--- config.mk ---
export PLATFORM = sky130hd
export DESIGN_NAME = sent_tx_tick_gen_mc_flat
export DESIGN_NICKNAME = d
export VERILOG_FILES = /design/src/rtl/sent_tx_tick_gen_mc_if.sv /design/src/rtl/sent_tx_tick_gen_mc.sv /design/src/flat_wrapper.sv
export SDC_FILE = /design/constraint.sdc
export NUM_CORES = 1
export LEC_CHECK = 0
export CAP_MARGIN = 20
export CORE_MARGIN = 8
export CORE_UTILIZATION = 48
export DETAILED_ROUTE_END_ITERATION = 8
export PLACE_DENSITY_LB_ADDON = 0.12
export SYNTH_ARGS = -nofsm -noshare
export SYNTH_HDL_FRONTEND = slang
export SYNTH_SLANG_ARGS = --single-unit
--- constraint.sdc ---
create_clock -name clk_tx -period 12.5 [get_ports clk_tx]
set_clock_uncertainty 0.2 [all_clocks]
set_input_delay 1.25 -clock clk_tx [delete_from_list [all_inputs] [get_ports clk_tx]]
set_output_delay 1.25 -clock clk_tx [all_outputs]
set_load 0.01 [all_outputs]
--- src/rtl/sent_tx_tick_gen_mc_if.sv ---
// Configuration write bus for sent_tx_tick_gen_mc: a request carrying the target
// channel and divide values, with ready/error feedback from the generator.
interface sent_tx_tick_gen_mc_if #(
  parameter int NUM_CH = 2,
  parameter int DIV_W  = 16,
  parameter int FRAC_W = 4,
  parameter int CH_W   = (NUM_CH > 1) ? $clog2(NUM_CH) : 1
) ();
  logic              cfg_wr_i;
  logic [CH_W-1:0]   cfg_ch_i;
  logic [DIV_W-1:0]  cfg_int_i;
  logic [FRAC_W-1:0] cfg_frac_i;
  logic              cfg_ready_o;
  logic              cfg_err_o;

  modport master (
    output cfg_wr_i, cfg_ch_i, cfg_int_i, cfg_frac_i,
    input  cfg_ready_o, cfg_err_o
  );

  modport slave (
    input  cfg_wr_i, cfg_ch_i, cfg_int_i, cfg_frac_i,
    output cfg_ready_o, cfg_err_o
  );
endinterface

--- src/rtl/sent_tx_tick_gen_mc.sv ---
// Multi-channel fractional tick generator: each channel emits a one-cycle tick every
// int or int+1 cycles, with the fraction dithered through a phase accumulator.
module sent_tx_tick_gen_mc #(
  parameter int NUM_CH  = 2,
  parameter int DIV_W   = 16,
  parameter int FRAC_W  = 4,
  parameter int DEF_DIV = 8
) (
  input  logic                clk_tx,
  input  logic                reset_tx,
  input  logic [NUM_CH-1:0]   en_i,
  sent_tx_tick_gen_mc_if.slave cfg,
  output logic [NUM_CH-1:0]   tick_o,
  output logic [NUM_CH-1:0]   tick_clk_o
);
  localparam int CH_W = (NUM_CH > 1) ? $clog2(NUM_CH) : 1;

  logic [NUM_CH-1:0] pendVec;
  logic              chInRange;
  logic              cfgAccept;
  logic              cfgLegal;
  logic              cfgErr_q;

  // A channel with a write still waiting to take effect refuses further writes.
  assign chInRange       = {1'b0, cfg.cfg_ch_i} < (CH_W+1)'(NUM_CH);
  assign cfg.cfg_ready_o = chInRange && !pendVec[cfg.cfg_ch_i];
  assign cfgAccept       = cfg.cfg_wr_i && cfg.cfg_ready_o;
  assign cfgLegal        = cfg.cfg_int_i >= DIV_W'(2);
  assign cfg.cfg_err_o   = cfgErr_q;

  always_ff @(posedge clk_tx) begin
    if (reset_tx) cfgErr_q <= 1'b0;
    else          cfgErr_q <= cfgAccept && !cfgLegal;
  end

  for (genvar g = 0; g < NUM_CH; g++) begin : gCh
    logic [DIV_W-1:0]  actInt_q, actInt_d, shInt_q, shInt_d;
    logic [DIV_W-1:0]  cnt_q, cnt_d, lastCnt_q, lastCnt_d, curInt;
    logic [FRAC_W-1:0] actFrac_q, actFrac_d, shFrac_q, shFrac_d;
    logic [FRAC_W-1:0] acc_q, acc_d, curFrac;
    logic [FRAC_W:0]   sum;
    logic              pend_q, pend_d, run_q, run_d;
    logic              tick_q, tick_d, tclk_q, tclk_d;
    logic              wrHere, applyNow, newPeriod;

    // Shadow config moves to active immediately when idle, else only as a tick cycle ends.
    assign wrHere    = cfgAccept && cfgLegal && (cfg.cfg_ch_i == CH_W'(g));
    assign applyNow  = pend_q && (!en_i[g] || (run_q && tick_q));
    assign newPeriod = !run_q || tick_q;
    assign curInt    = applyNow ? shInt_q  : actInt_q;
    assign curFrac   = applyNow ? shFrac_q : actFrac_q;
    assign sum       = {1'b0, acc_q} + {1'b0, curFrac};

    always_comb begin
      actInt_d  = curInt;
      actFrac_d = curFrac;
      pend_d    = pend_q && !applyNow;
      shInt_d   = shInt_q;
      shFrac_d  = shFrac_q;
      run_d     = 1'b0;
      cnt_d     = '0;
      acc_d     = '0;
      lastCnt_d = lastCnt_q;
      tick_d    = 1'b0;
      tclk_d    = 1'b0;
      if (wrHere) begin
        shInt_d  = cfg.cfg_int_i;
        shFrac_d = cfg.cfg_frac_i;
        pend_d   = 1'b1;
      end
      // The period end is stored as P-1 so a period of 2^DIV_W still fits in DIV_W bits.
      if (en_i[g]) begin
        run_d  = 1'b1;
        tclk_d = tclk_q ^ (run_q && tick_q);
        if (newPeriod) begin
          cnt_d     = '0;
          acc_d     = sum[FRAC_W-1:0];
          lastCnt_d = curInt - DIV_W'(1) + DIV_W'(sum[FRAC_W]);
        end else begin
          cnt_d = cnt_q + DIV_W'(1);
          acc_d = acc_q;
        end
        tick_d = (cnt_d == lastCnt_d);
      end
    end

    always_ff @(posedge clk_tx) begin
      if (reset_tx) begin
        actInt_q  <= DIV_W'(DEF_DIV);
        actFrac_q <= '0;
        shInt_q   <= DIV_W'(DEF_DIV);
        shFrac_q  <= '0;
        pend_q    <= 1'b0;
        run_q     <= 1'b0;
        cnt_q     <= '0;
        acc_q     <= '0;
        lastCnt_q <= DIV_W'(DEF_DIV - 1);
        tick_q    <= 1'b0;
        tclk_q    <= 1'b0;
      end else begin
        actInt_q  <= actInt_d;
        actFrac_q <= actFrac_d;
        shInt_q   <= shInt_d;
        shFrac_q  <= shFrac_d;
        pend_q    <= pend_d;
        run_q     <= run_d;
        cnt_q     <= cnt_d;
        acc_q     <= acc_d;
        lastCnt_q <= lastCnt_d;
        tick_q    <= tick_d;
        tclk_q    <= tclk_d;
      end
    end

    assign pendVec[g]    = pend_q;
    assign tick_o[g]     = tick_q;
    assign tick_clk_o[g] = tclk_q;
  end
endmodule
--- src/flat_wrapper.sv ---
// flat-port wrapper written by rule: the top's interface ports become plain ports
module sent_tx_tick_gen_mc_flat 
#(
  parameter int NUM_CH  = 2,
  parameter int DIV_W   = 16,
  parameter int FRAC_W  = 4,
  parameter int DEF_DIV = 8
)
  (clk_tx, reset_tx, en_i, tick_o, tick_clk_o, cfg_cfg_wr_i, cfg_cfg_ch_i, cfg_cfg_int_i, cfg_cfg_frac_i, cfg_cfg_ready_o, cfg_cfg_err_o);
  sent_tx_tick_gen_mc_if #(.NUM_CH(NUM_CH), .DIV_W(DIV_W), .FRAC_W(FRAC_W)) cfg_i ();
  input  logic clk_tx;
  input  logic reset_tx;
  input  logic [NUM_CH-1:0] en_i;
  output logic [NUM_CH-1:0] tick_o;
  output logic [NUM_CH-1:0] tick_clk_o;
  input wire logic [$bits(cfg_i.cfg_wr_i)-1:0] cfg_cfg_wr_i;
  input wire logic [$bits(cfg_i.cfg_ch_i)-1:0] cfg_cfg_ch_i;
  input wire logic [$bits(cfg_i.cfg_int_i)-1:0] cfg_cfg_int_i;
  input wire logic [$bits(cfg_i.cfg_frac_i)-1:0] cfg_cfg_frac_i;
  output wire logic [$bits(cfg_i.cfg_ready_o)-1:0] cfg_cfg_ready_o;
  output wire logic [$bits(cfg_i.cfg_err_o)-1:0] cfg_cfg_err_o;
  assign cfg_i.cfg_wr_i = cfg_cfg_wr_i;
  assign cfg_i.cfg_ch_i = cfg_cfg_ch_i;
  assign cfg_i.cfg_int_i = cfg_cfg_int_i;
  assign cfg_i.cfg_frac_i = cfg_cfg_frac_i;
  assign cfg_cfg_ready_o = cfg_i.cfg_ready_o;
  assign cfg_cfg_err_o = cfg_i.cfg_err_o;
  sent_tx_tick_gen_mc #(.NUM_CH(NUM_CH), .DIV_W(DIV_W), .FRAC_W(FRAC_W), .DEF_DIV(DEF_DIV)) u_core (.clk_tx(clk_tx), .reset_tx(reset_tx), .en_i(en_i), .cfg(cfg_i), .tick_o(tick_o), .tick_clk_o(tick_clk_o));
endmodule
# Word level (Yosys, flattened, before mapping)
# Index checks and enable logic that the tools add are counted.
# totals
out_inout_bits,6
word_cells,83
inputBits,26
ff_bits,161
# classes
n_bitwise,5
n_lt_le_gt_ge,2
n_addsub,8
n_mux,18
reduce_logical,25
eq_ne,2
# ops
cell,count
16-bit 2-to-1 mux,10
16-bit by 1-bit adder with 16-bit output,2
"16-bit by 1-bit adder with 16-bit output, second input constant",2
16-bit equality test,2
"16-bit by 1-bit subtractor with 16-bit output, second input constant",2
"16-bit by 2-bit >= comparator with 1-bit output, second input constant",1
1-bit logical AND,11
4-bit by 4-bit adder with 5-bit output,2
1-bit zero test,8
4-bit 2-to-1 mux,2
1-bit 2-to-1 mux,6
1-bit logical OR,4
2-bit OR reduction,2
1-bit NOT,3
"1-bit by 2-bit < comparator with 1-bit output, second input constant",1
1-bit bitwise XOR,2

# Logic depth before layout (Yosys ltp)
# logic_depth
ltp_word,9
ltp_mapped,19
depth_no_buf,17

# Worst setup path after synthesis
# Ideal clock, no wire load.
# synth_path
kind,in2reg
startpoint,in en_i[0]
endpoint,reg u_core.gCh[0].tick_q
required_time_ns,12.197
path_buffers,2
cell_stages,18
setup_ns,0.103
arrival_time_ns,5.126
path_slack_ns,7.071
cell_sequence,a21bo_2 -> nand2_4 -> buf_2 -> buf_1 -> nand2_1 -> nand2_1 -> ha_1 -> fa_1 -> a21o_1 -> a21oi_1 -> ha_1 -> or4b_4 -> or3_1 -> a211oi_1 -> xnor2_1 -> a21oi_1 -> o31a_1 -> a2111oi_2
# synth_via
elab_chain_len,9
word_cells_on_any_way,13
classes_between,add/sub (3); eq/ne (1); mux (4); bitwise (1); reduce/logical (4)
# synth_lines
item,line_no,text
from (decl),flat_wrapper.sv:13,input logic [NUM_CH-1:0] en_i;
1-bit zero test,sent_tx_tick_gen_mc.sv:48,assign applyNow = pend_q && (!en_i[g] || (run_q && tick_q));
1-bit logical OR,sent_tx_tick_gen_mc.sv:48,
1-bit logical AND,sent_tx_tick_gen_mc.sv:48,
4-bit 2-to-1 mux,sent_tx_tick_gen_mc.sv:51,assign curFrac = applyNow ? shFrac_q : actFrac_q;
net u_core.gCh[0].actFrac_d[0],sent_tx_tick_gen_mc.sv:39,"logic [FRAC_W-1:0] actFrac_q, actFrac_d, shFrac_q, shFrac_d;"
4-bit by 4-bit adder with 5-bit output,sent_tx_tick_gen_mc.sv:52,"assign sum = {1'b0, acc_q} + {1'b0, curFrac};"
16-bit by 1-bit adder with 16-bit output,sent_tx_tick_gen_mc.sv:78,lastCnt_d = curInt - DIV_W'(1) + DIV_W'(sum[FRAC_W]);
16-bit 2-to-1 mux,sent_tx_tick_gen_mc.sv:75,if (newPeriod) begin
16-bit 2-to-1 mux,sent_tx_tick_gen_mc.sv:72,if (en_i[g]) begin
16-bit equality test,sent_tx_tick_gen_mc.sv:83,tick_d = (cnt_d == lastCnt_d);
to (signal assigned),sent_tx_tick_gen_mc.sv:110,tick_q <= tick_d;
to (decl),sent_tx_tick_gen_mc.sv:43,"logic tick_q, tick_d, tclk_q, tclk_d;"
# The timed path passes the listed nets, and every way through them passes these cells. The select of a mux whose other input is x is not followed.
# A chain may end at the register's enable or synchronous reset.

# Final worst setup path
# layout_path
startpoint,in en_i[1]
endpoint,reg u_core.gCh[1].tick_q
# layout_via
elab_chain_len,9
word_cells_on_any_way,13
classes_between,add/sub (3); eq/ne (1); mux (4); bitwise (1); reduce/logical (4)
# layout_lines
item,line_no
1-bit zero test,sent_tx_tick_gen_mc.sv:48
1-bit logical OR,sent_tx_tick_gen_mc.sv:48
1-bit logical AND,sent_tx_tick_gen_mc.sv:48
4-bit 2-to-1 mux,sent_tx_tick_gen_mc.sv:51
net u_core.gCh[1].actFrac_d[0],sent_tx_tick_gen_mc.sv:39
4-bit by 4-bit adder with 5-bit output,sent_tx_tick_gen_mc.sv:52
16-bit by 1-bit adder with 16-bit output,sent_tx_tick_gen_mc.sv:78
16-bit 2-to-1 mux,sent_tx_tick_gen_mc.sv:75
16-bit 2-to-1 mux,sent_tx_tick_gen_mc.sv:72
16-bit equality test,sent_tx_tick_gen_mc.sv:83
to (signal assigned),sent_tx_tick_gen_mc.sv:110
to (decl),sent_tx_tick_gen_mc.sv:43
# The timed path passes the listed nets, and every way through them passes these cells. The select of a mux whose other input is x is not followed.

==> results.json <==
{
  "status": "complete, no violations",
  "hpwl_um": 14800,
  "ys_warn_count": 0,
  "path_delay_family": "simple AND/OR/NAND/NOR gates",
  "setup-tns-final_ns": 0,
  "syn_area_sq_mm": 0.00826,
  "clk_latency_ns": 0.42,
  "syn_area_per_cell_sq_um": 8.47,
  "stdcell_count": 1223,
  "ys_seq_area_frac": 0.390,
  "vias_per_cell": 5.57,
  "drive_gt1_frac": 0.0571,
  "core_sq_mm": 0.0171,
  "worstPathArrival_ns": 5.82,
  "crit_start": "en_i[1]",
  "regArea_sq_mm": 0.00322,
  "fin_nets": 1027,
  "drt_wl_total_um": 20200,
  "leakagePower_nw": 3.57,
  "drt_iter0_drc": 569,
  "worst_hold_startpoint": "u_core.gCh[1].lastCnt_q[5]",
  "first_pass_iters": 5,
  "p_int_mw": 0.899,
  "finalSetupViolations": 0,
  "p_seq_frac": 0.455,
  "syn_inst": 976,
  "final-hold-violation-count": 0,
  "hold_buffers": 0,
  "ys_ff_latch": 161,
  "routedWlPerCell_um": 16.5,
  "cts_tree": "built",
  "pwr-share-comb": 0.092,
  "fmax_mhz": 176,
  "ir_worst_vdd_mv": 0.0965,
  "syn_to_final_growth_pct": 12.9,
  "diodes": 0,
  "cp_max_fo": 7,
  "antenna_left": 0,
  "cts-root-buf": "clkbuf_16",
  "power_mw": 1.19,
  "path_class": "input port to flop",
  "path_cells": "clkdlybuf4s50_1 -> a21boi_1 -> nor2_1 -> nand2_1 -> nand2_1 -> ha_1 -> fa_1 -> a21o_1 -> a21oi_1 -> ha_1 -> ha_1 -> nor3b_1 -> nand2_1 -> nor3_1 -> xnor2_1 -> o21ai_1 -> a2111o_1 -> nor4_1",
  "die_h_um": 147,
  "slew_headroom": 0.388,
  "remaining_drc_errors": 0,
  "period_needed_ns": 5.69,
  "cts_buffers": 17,
  "cp.required_ns": 12.63,
  "grt_pass1_vias": 6486,
  "critical_path_buf_inv_count": 1,
  "port-buffer-count": 31,
  "ios": 32,
  "pwr-share-clk": 0.453,
  "drv_slew": 0,
  "cts_resized": 0,
  "place_congestion": 0.850,
  "grtUsageTotal": 0.191,
  "rsz0062_at_grt": "no",
  "cts.clk_slew.worst_paths_ns": 0.07,
  "synthDistinctLibCells": 71,
  "grt_pass1_wl_um": 34000,
  "grt_antenna_before_repair": 0,
  "worstMarginPinSlew_ns": 0.918,
  "gr-total-overflow": 0,
  "p_per_area_mw_per_mm2": 128,
  "power_switching_mw": 0.293,
  "synthArstFlopShare": 0,
  "multi_input_area_sq_mm": 0.00479,
  "clk_path_buf_depth": 2,
  "end_kind": "flop",
  "fillers": 1644,
  "clkSinkCount": 161,
  "r2r-start": "u_core.gCh[0].tick_q",
  "ys.flop_type": "dfxtp_1",
  "cts_max_level": 4,
  "grt_max_degree": 92,
  "num_vias": 6807,
  "finalCritPeriodShare": 0.455,
  "startpoint_type": "input port",
  "syn-num-nets": 1018,
  "hold_path_class": "flop to flop",
  "die_w_um": 147,
  "synth_edf_count": 0,
  "num_rows": 48,
  "switching_share": 0.245,
  "die-area_sq_mm": 0.0217,
  "dp.cells": 1191,
  "slowest_delay_ns": 0.60,
  "drv_cap": 0,
  "post-cts-setup-buffers": 0,
  "crit_slowest_cell": "clkdlybuf4s50_1",
  "start_util": 0.484
}
==> path summary, 6_finish.rpt <==
| path | slack, ns | depth (start not counted) | end |
|---|---|---|---|
| worst max-delay path | 6.81 | 18 | u_core.gCh[1].tick_q |
| worst min-delay path | 0.26 | 2 | u_core.gCh[1].lastCnt_q[5] |
| worst max register to register | 7.77 | 16 | u_core.gCh[0].tick_q |
| worst min register to register | 0.26 | 2 | u_core.gCh[1].lastCnt_q[5] |
==> layout by cell type (no fill, tap or decap), drive strengths merged, types with 8 or more instances in the layout <==
| cell | count |
|---|---|
| nor3 | 22 |
| nor2 | 130 |
| a211oi | 8 |
| dfxtp | 161 |
| inv | 13 |
| o211ai | 10 |
| a21oi | 67 |
| nor2b | 8 |
| nand2b | 9 |
| clkbuf | 21 |
| xnor2 | 46 |
| nor3b | 10 |
| and3 | 11 |
| xor2 | 39 |
| buf | 9 |
| mux2i | 60 |
| clkdlybuf4s50 | 30 |
| nand2 | 139 |
| o21ai | 18 |
| nand3 | 22 |
| nand4 | 21 |
| nor4 | 17 |
| ha | 14 |
==> area by class of cell <==
class                   instances  area share
clock buffers                  21      0.0494
clock inverters                11      0.0165
inverters                      12     0.00483
multi-input cells             754       0.514
flip-flops and latches        161       0.346
well taps                     225      0.0302
repair buffers                 39      0.0394
==> worst reg2reg max path, delay by kind of cell, from the launching register on <==
family / cells / cell delay [ns]
adder cells (fa/ha/maj): 3 / 0.83
AO/OA/AOI/OAI: 7 / 1.56
flip-flops: 1 / 0.50
AND/OR/NAND/NOR: 5 / 1.39
XOR/XNOR: 1 / 0.15
==> cells in the mapped netlist, types with 11 or more instances <==
master	count	area, sq um
dfxtp_1	161	3220
nand2_1	138	518
nor2_1	129	484
a21oi_1	67	335
mux2i_1	60	601
xnor2_1	46	403
xor2_1	39	342
clkbuf_1	35	131
nand3_1	22	110
nor3_1	22	110
nand4_1	21	131
nor4_1	16	100
ha_1	14	175
and3_1	11	68.8
o21ai_0	11	55.1
==> power by group through the flow <==
stage                     sequential (mW)  combinational [mW]  clock, mW
after detailed placement            0.553               0.109          0
after global placement              0.554               0.109          0
after floorplan                     0.546              0.0803          0
after CTS                           0.542               0.110      0.549
final                               0.542               0.110      0.540
after global routing                0.544               0.121      0.573
==> flip-flops by register name, summed over array words and instances, names as in the netlist, 2 cells and up <==
signal and cells:
u_core.gCh.tclk_q 2, u_core.gCh.actFrac_q 8, u_core.gCh.run_q 2, u_core.gCh.lastCnt_q 32, u_core.gCh.acc_q 8, u_core.gCh.cnt_q 32, u_core.gCh.shInt_q 32, u_core.gCh.actInt_q 32
u_core.gCh.tick_q 2, u_core.gCh.shFrac_q 8, u_core.gCh.pend_q 2
==> per-layer routing <==
layer	vias up	GRT usage	wire length (um)
met3	18	0.0317	813
li1	3455	-	-
met1	3176	0.280	10700
met4	0	0.0592	247
met2	158	0.280	8470
met5	-	0	0
==> logic make-up (layout without fill, tap and decap cells) <==
kind of cell	count (synthesis)	in the layout	share of synthesized area
xor+xnor	90	90	0.104
compound gates	160	160	0.129
simple gates	428	428	0.248
flops	161	161	0.390
mux	60	60	0.0727
buf+inv	61	83	0.0303
fa+ha+maj	16	16	0.0260
==> through the flow <==
stage | cell area (sq um) | util | hold WS (ns) | worst slack, ns
finish | 9330 | 0.547 | 0.261 | 6.81
global route | 9330 | 0.547 | 0.282 | 6.40
CTS | 9330 | 0.547 | 0.262 | 6.84
detailed placement | 8710 | 0.511 | 0.252 | 6.42
global placement | 8710 | 0.511 | 0.252 | 6.55
floorplan | 8260 | - | 0.232 | 7.07
(Power assumes the default switching activity.)
